===== config.mk =====
export PLATFORM = sky130hd
export DESIGN_NAME = ipsxe_floating_point_div_mul_v1_0
export DESIGN_NICKNAME = d
export VERILOG_FILES = /design/src/rtl/ipsxe_floating_point_div_mul_v1_0_pkg.sv /design/src/rtl/ipsxe_floating_point_div_mul_norm_v1_0.sv /design/src/rtl/ipsxe_floating_point_div_mul_v1_0.sv
export SDC_FILE = /design/constraint.sdc
export NUM_CORES = 2
export LEC_CHECK = 0
export CORE_AREA = 2 2 219 221
export DETAILED_ROUTE_END_ITERATION = 10
export DIE_AREA = 0 0 221 223
export PLACE_DENSITY_LB_ADDON = 0.2
export RECOVER_POWER = 100
export SYNTH_ARGS = -nofsm -noshare
export SYNTH_HDL_FRONTEND = slang
export SYNTH_HIERARCHICAL = 1
export SYNTH_SLANG_ARGS = --single-unit

===== constraint.sdc =====
create_clock -name i_clk -period 11.04 [get_ports i_clk]
set_input_delay 2.208 -clock i_clk [delete_from_list [all_inputs] [get_ports i_clk]]
set_output_delay 2.208 -clock i_clk [all_outputs]
set_load 0.01 [all_outputs]

===== src/rtl/ipsxe_floating_point_div_mul_v1_0_pkg.sv =====
// Shared field widths, constants, operand classes and flag bundle for the
// reciprocal-multiply back end of the LUT divider.
package ipsxe_floating_point_div_mul_v1_0_pkg;

    localparam int unsigned FLT_WIDTH  = 32;
    localparam int unsigned EXP_WIDTH  = 8;
    localparam int unsigned FRAC_WIDTH = 23;
    localparam int unsigned MANT_WIDTH = FRAC_WIDTH + 1;
    localparam int unsigned PROD_WIDTH = 2 * MANT_WIDTH;
    localparam int unsigned EXPW       = EXP_WIDTH + 2;
    localparam int unsigned EXP_BIAS   = 127;
    localparam int unsigned EXP_INF    = (1 << EXP_WIDTH) - 1;

    localparam logic [FLT_WIDTH-1:0] QNAN = 32'h7FC0_0000;

    typedef enum logic [1:0] {
        CLS_ZERO = 2'd0,
        CLS_NORM = 2'd1,
        CLS_INF  = 2'd2,
        CLS_NAN  = 2'd3
    } fp_class_e;

    typedef enum logic [1:0] {
        SP_NONE = 2'd0,
        SP_NAN  = 2'd1,
        SP_INF  = 2'd2,
        SP_ZERO = 2'd3
    } special_e;

    typedef struct packed {
        logic overflow;
        logic underflow;
        logic divide_by_zero;
        logic invalid_op;
    } fp_flags_t;

    // Denormals fold into ZERO; the divider never produces or consumes them.
    function automatic fp_class_e fp_classify(input logic [FLT_WIDTH-1:0] x);
        logic [EXP_WIDTH-1:0]  e;
        logic [FRAC_WIDTH-1:0] f;
        e = x[FLT_WIDTH-2 -: EXP_WIDTH];
        f = x[FRAC_WIDTH-1:0];
        if (e == '0)
            return CLS_ZERO;
        if (e == '1)
            return (f == '0) ? CLS_INF : CLS_NAN;
        return CLS_NORM;
    endfunction

endpackage


===== src/rtl/ipsxe_floating_point_div_mul_norm_v1_0.sv =====
// S3 combinational normalize / round / range-check / pack of the 48-bit product.
// IPSXE_FLOATING_POINT_DIV_MUL_RNE_EN selects round-to-nearest-even, else truncation.
module ipsxe_floating_point_div_mul_norm_v1_0
    import ipsxe_floating_point_div_mul_v1_0_pkg::*;
(
    input  logic                   sign,
    input  logic signed [EXPW-1:0] exp_in,
    input  logic [PROD_WIDTH-1:0]  prod,
    output logic [FLT_WIDTH-1:0]   result,
    output logic                   overflow,
    output logic                   underflow
);

    localparam int unsigned MANT_EXT = MANT_WIDTH + 1;

    logic                   hi;
    logic [MANT_WIDTH-1:0]  mant;
    logic [MANT_WIDTH-1:0]  mant_fin;
    logic signed [EXPW-1:0] exp_fin;
    logic                   unused_bits;

    // Product lies in [1,4); bit 47 set means one extra exponent step.
    assign hi   = prod[PROD_WIDTH-1];
    assign mant = hi ? prod[PROD_WIDTH-1 -: MANT_WIDTH] : prod[PROD_WIDTH-2 -: MANT_WIDTH];

`ifdef IPSXE_FLOATING_POINT_DIV_MUL_RNE_EN
    logic                guard;
    logic                rnd;
    logic                sticky;
    logic                round_up;
    logic [MANT_EXT-1:0] mant_rnd;

    assign guard    = hi ? prod[MANT_WIDTH-1] : prod[MANT_WIDTH-2];
    assign rnd      = hi ? prod[MANT_WIDTH-2] : prod[MANT_WIDTH-3];
    assign sticky   = hi ? (|prod[MANT_WIDTH-3:0]) : (|prod[MANT_WIDTH-4:0]);
    assign round_up = guard & (rnd | sticky | mant[0]);
    assign mant_rnd = MANT_EXT'(mant) + MANT_EXT'(round_up);

    // A carry out of the rounder leaves 1.000..0 one binade higher.
    assign mant_fin    = mant_rnd[MANT_WIDTH] ? mant_rnd[MANT_WIDTH:1] : mant_rnd[MANT_WIDTH-1:0];
    assign exp_fin     = exp_in + $signed(EXPW'(hi)) + $signed(EXPW'(mant_rnd[MANT_WIDTH]));
    assign unused_bits = mant_fin[MANT_WIDTH-1];
`else
    assign mant_fin    = mant;
    assign exp_fin     = exp_in + $signed(EXPW'(hi));
    assign unused_bits = ^{mant_fin[MANT_WIDTH-1], prod[MANT_WIDTH-2:0]};
`endif

    always_comb begin
        overflow  = 1'b0;
        underflow = 1'b0;
        result    = {sign, exp_fin[EXP_WIDTH-1:0], mant_fin[FRAC_WIDTH-1:0]};
        if (exp_fin >= $signed(EXPW'(EXP_INF))) begin
            overflow = 1'b1;
            result   = {sign, {EXP_WIDTH{1'b1}}, {FRAC_WIDTH{1'b0}}};
        end else if (exp_fin <= $signed(EXPW'(0))) begin
            underflow = 1'b1;
            result    = {sign, {(FLT_WIDTH-1){1'b0}}};
        end
    end

endmodule


===== src/rtl/ipsxe_floating_point_div_mul_v1_0.sv =====
// Divider back end: q = a * (1/b), 3-stage IEEE-754 single multiply with special merge.
// IPSXE_FLOATING_POINT_DIV_MUL_RNE_EN enables round-to-nearest-even in S3 (default truncate).
module ipsxe_floating_point_div_mul_v1_0
    import ipsxe_floating_point_div_mul_v1_0_pkg::*;
(
    input  logic                 i_clk,
    input  logic                 i_reset,
    input  logic                 i_aclken,
    input  logic                 i_tvalid,
    input  logic [FLT_WIDTH-1:0] i_op_a,
    input  logic [FLT_WIDTH-1:0] i_reci,
    input  logic                 i_reci_dbz,
    input  logic                 i_reci_uf,
    output logic [FLT_WIDTH-1:0] o_result,
    output logic                 o_q_valid,
    output logic                 o_overflow,
    output logic                 o_underflow,
    output logic                 o_divide_by_zero,
    output logic                 o_invalid_op
);

    fp_class_e cls_a;
    fp_class_e cls_r;
    special_e  sp_c;
    fp_flags_t sp_flags_c;

    logic                   s1_valid;
    logic                   s1_sign;
    logic signed [EXPW-1:0] s1_exp;
    logic [MANT_WIDTH-1:0]  s1_mant_a;
    logic [MANT_WIDTH-1:0]  s1_mant_r;
    special_e               s1_sp;
    fp_flags_t              s1_flags;

    logic                   s2_valid;
    logic                   s2_sign;
    logic signed [EXPW-1:0] s2_exp;
    logic [PROD_WIDTH-1:0]  s2_prod;
    special_e               s2_sp;
    fp_flags_t              s2_flags;

    logic [FLT_WIDTH-1:0]   norm_result;
    logic                   norm_ovf;
    logic                   norm_uf;
    logic [FLT_WIDTH-1:0]   res_c;
    fp_flags_t              flags_c;

    assign cls_a = fp_classify(i_op_a);
    assign cls_r = fp_classify(i_reci);

    // Special-case decode in priority order; SP_NONE falls through to arithmetic.
    always_comb begin
        sp_c       = SP_NONE;
        sp_flags_c = '0;
        if (cls_a == CLS_NAN || (i_reci_dbz && cls_a == CLS_ZERO) ||
            (cls_a == CLS_INF && cls_r == CLS_ZERO)) begin
            sp_c                  = SP_NAN;
            sp_flags_c.invalid_op = 1'b1;
        end else if (i_reci_dbz) begin
            sp_c                      = SP_INF;
            sp_flags_c.divide_by_zero = 1'b1;
        end else if (cls_a == CLS_INF) begin
            sp_c = SP_INF;
        end else if (cls_a == CLS_ZERO || cls_r == CLS_ZERO || i_reci_uf) begin
            sp_c                 = SP_ZERO;
            sp_flags_c.underflow = i_reci_uf & (cls_a != CLS_ZERO);
        end
    end

    // S1 unpack / exponent add, S2 mantissa multiply.
    always_ff @(posedge i_clk) begin
        if (i_reset) begin
            s1_valid  <= 1'b0;
            s1_sign   <= 1'b0;
            s1_exp    <= '0;
            s1_mant_a <= '0;
            s1_mant_r <= '0;
            s1_sp     <= SP_NONE;
            s1_flags  <= '0;
            s2_valid  <= 1'b0;
            s2_sign   <= 1'b0;
            s2_exp    <= '0;
            s2_prod   <= '0;
            s2_sp     <= SP_NONE;
            s2_flags  <= '0;
        end else if (i_aclken) begin
            s1_valid  <= i_tvalid;
            s1_sign   <= i_op_a[FLT_WIDTH-1] ^ i_reci[FLT_WIDTH-1];
            s1_exp    <= $signed(EXPW'(i_op_a[FLT_WIDTH-2 -: EXP_WIDTH]))
                       + $signed(EXPW'(i_reci[FLT_WIDTH-2 -: EXP_WIDTH]))
                       - $signed(EXPW'(EXP_BIAS));
            s1_mant_a <= {1'b1, i_op_a[FRAC_WIDTH-1:0]};
            s1_mant_r <= {1'b1, i_reci[FRAC_WIDTH-1:0]};
            s1_sp     <= sp_c;
            s1_flags  <= sp_flags_c;
            s2_valid  <= s1_valid;
            s2_sign   <= s1_sign;
            s2_exp    <= s1_exp;
            s2_prod   <= PROD_WIDTH'(s1_mant_a) * PROD_WIDTH'(s1_mant_r);
            s2_sp     <= s1_sp;
            s2_flags  <= s1_flags;
        end
    end

    ipsxe_floating_point_div_mul_norm_v1_0 u_norm (
        .sign      (s2_sign),
        .exp_in    (s2_exp),
        .prod      (s2_prod),
        .result    (norm_result),
        .overflow  (norm_ovf),
        .underflow (norm_uf)
    );

    // Specials override the arithmetic result and carry their own flags.
    always_comb begin
        res_c             = norm_result;
        flags_c           = '0;
        flags_c.overflow  = norm_ovf;
        flags_c.underflow = norm_uf;
        case (s2_sp)
            SP_NAN: begin
                res_c   = QNAN;
                flags_c = s2_flags;
            end
            SP_INF: begin
                res_c   = {s2_sign, {EXP_WIDTH{1'b1}}, {FRAC_WIDTH{1'b0}}};
                flags_c = s2_flags;
            end
            SP_ZERO: begin
                res_c   = {s2_sign, {(FLT_WIDTH-1){1'b0}}};
                flags_c = s2_flags;
            end
            default: ;
        endcase
    end

    // S3 output register.
    always_ff @(posedge i_clk) begin
        if (i_reset) begin
            o_result         <= '0;
            o_q_valid        <= 1'b0;
            o_overflow       <= 1'b0;
            o_underflow      <= 1'b0;
            o_divide_by_zero <= 1'b0;
            o_invalid_op     <= 1'b0;
        end else if (i_aclken) begin
            o_result         <= res_c;
            o_q_valid        <= s2_valid;
            o_overflow       <= flags_c.overflow;
            o_underflow      <= flags_c.underflow;
            o_divide_by_zero <= flags_c.divide_by_zero;
            o_invalid_op     <= flags_c.invalid_op;
        end
    end

endmodule


==> metrics.txt <==
outcome=complete, but fails checks; failing checks=max-capacitance violations, max-slew violations; Tmin final=8.21 ns; die area=approximately 50000 um2; Max Clock Freq=122 MHz; Placed Area=26600 um2; crit start category=input port; Worst EP arrival=8.57 ns; Reg2Reg Setup Slack=3.33 ns; die height=223 um; Final Max Slew Viols=117; Finished Layout Cells=3470; Mapped Cells=roughly 2900; Placer Congestion=~0.86; vias in the first global route=20400; Fillers=4206; hold slack=0.478 ns; ANT nets after route=0; Clock Latency Late Sink=0.42 ns; CTS Sinks=143; CTS tree=done; Crit path buffers/inverters=3; # H-tree levels=4; First-pass DRT Iterations=5; std cell rows=80; DP Wirelength=50000 um; Layout area overhead=7.08%; syn_area_per_cell=just under 9 um2; dpl cells=3437; DR vias/cell=5.42; critical path class=input port to flip-flop; Final Total Pwr=2.28 mW; Iter 0 DRT Violations=about 1200; largest net degree at the start of global routing=97; crit-path cells=clkbuf_1 -> buf_4 -> clkinvlp_2 -> nor3_1 -> a32oi_1 -> nand3_1; cell area power density=roughly 84 nW/um2; # hold bufs at CTS=0; Core Box Area=~47000 um2; CTS clock-pin slew for the worst setup and hold paths=~0.060 ns; share of cells above drive strength 1=3.29%; RSZ-0062 raised after global routing=false; Synthesis Warnings=6; total track usage=26.8%; WL/cell=18.1 um; largest stage delay on the critical path=2.72 ns; launching point of the worst reg2reg path=s1_mant_a[16]; DRC Markers=0; Max-slew headroom=-161%; first-pass GRT wire length=107000 um; CTS Buf Count=17; CTS max path bufs=2; hold depth=2; slowest CP cell=clkbuf_1; setup TNS=0 ns; via count=18800; Resized cells post-CTS=0; antenna violations before repair=1; final hold vios=0; RR Endpoint=s2_prod[43]; mapped cell area=25400 um2; maximum VDD drop=0.113 mV; Finish-stage setup viols=0; HP Class=flip-flop to flip-flop; fin area=27200 um2; syn nets=around 3600; fin crit share=74.3%; Port Buffer Count=106; WP data required=11.40 ns; CTS Root Cell=clkbuf_16; hold path endpoint=s1_flags[0]; initial core utilization=a little over half; R2R depth=24; post-CTS setup buffer count=0; Die W=221 um; Final Routed Wirelength=62800 um; cell family with most CP delay=buffers and inverters; fin nets=3589; pin slew with the least headroom to its limit=3.92 ns; worst clock skew=between 0.009 and 0.01 ns; Leak=approximately 13 nW; hold path start=s1_flags[0]; max-cap viol count=2; critical path capture point type=flip-flop; # IOs=around 110; Max Fanout on Critical Path=74; GRT overflow=0
[layout make-up]
class / count / area, um2 / share of cell area (%)
repair buffers: 136 / 1280 / 4.70
inverters: 573 / 2150 / 7.92
clock buffers: 18 / 429 / 1.58
well taps: 615 / 769 / 2.83
flip-flops and latches: 143 / 2860 / 10.5
diodes: 1 / 2.50 / 0.00920
clock inverters: 14 / 155 / 0.571
multi-input cells: 1970 / 19500 / 71.9
[state kept, by name (all words and copies together) (netlist names), 2 cells and up]
| register | cells |
|---|---|
| s1_mant_a | 24 |
| s1_mant_r | 23 |
| s2_sp | 2 |
| s1_sp | 2 |
| s1_exp | 10 |
| s2_exp | 10 |
| o_result | 32 |
| s2_flags | 3 |
| s2_prod | 25 |
| s1_flags | 3 |
[metrics by stage]
| stage | setup WS [ns] | util [%] |
|---|---|---|
| after detailed placement | 3.53 | 56.5 |
| final | 2.83 | 57.7 |
| after CTS | 3.49 | 57.7 |
| after floorplan | 4.48 | - |
| after global routing | 2.34 | 57.7 |
| after global placement | 3.57 | 56.5 |
[power by group]
group	internal [mW]	leakage, nW	switching [mW]
clock network	0.337	0.276	0.238
registers	0.560	1.17	0.0789
logic	0.418	11.8	0.647
total	1.31	13.3	0.963
[per-layer routing]
metal / vias up / share of wire, % / GRT usage, %
li1: 8622 / - / -
met1: 9535 / 44 / 37.4
met2: 553 / 48 / 44.3
met3: 85 / 5.9 / 3.99
met4: 0 / 2.2 / 6.47
met5: - / 0 / 0
[cells in the final DEF (no fill, tap or decap), drive strengths merged, types with 24 or more instances in the layout]
master / n
buf: 31
dlygate4sd3: 37
ha: 195
nand2: 343
xnor2: 27
o21ai: 27
inv: 578
and2: 290
clkdlybuf4s50: 67
dfxtp: 143
a22oi: 24
nor2: 186
fa: 483
mux2i: 113
a21oi: 75
[how the worst max path moves through the flow]
stage | from | end | slack [ns] | depth (start not counted)
2_1_floorplan | s1_mant_r[3] | s2_prod[43] | 4.48 | 26
3_3_place_gp | s1_mant_r[10] | s2_prod[41] | 3.57 | 22
3_5_place_dp | s1_mant_r[10] | s2_prod[41] | 3.53 | 22
4_1_cts | s1_mant_r[9] | s2_prod[41] | 3.49 | 22
5_1_grt | i_aclken | s2_prod[41] | 2.34 | 6
6_report | i_aclken | s2_prod[35] | 2.83 | 6
[tightest hold or removal path, delay by kind of cell, from the launching register on]
kind               cells  cell delay, ns
DFF                    1            0.31
AOI/OAI and AO/OA      1            0.06
and+or+nand+nor        1            0.06
Note: power is estimated with default switching activity, not from simulation.
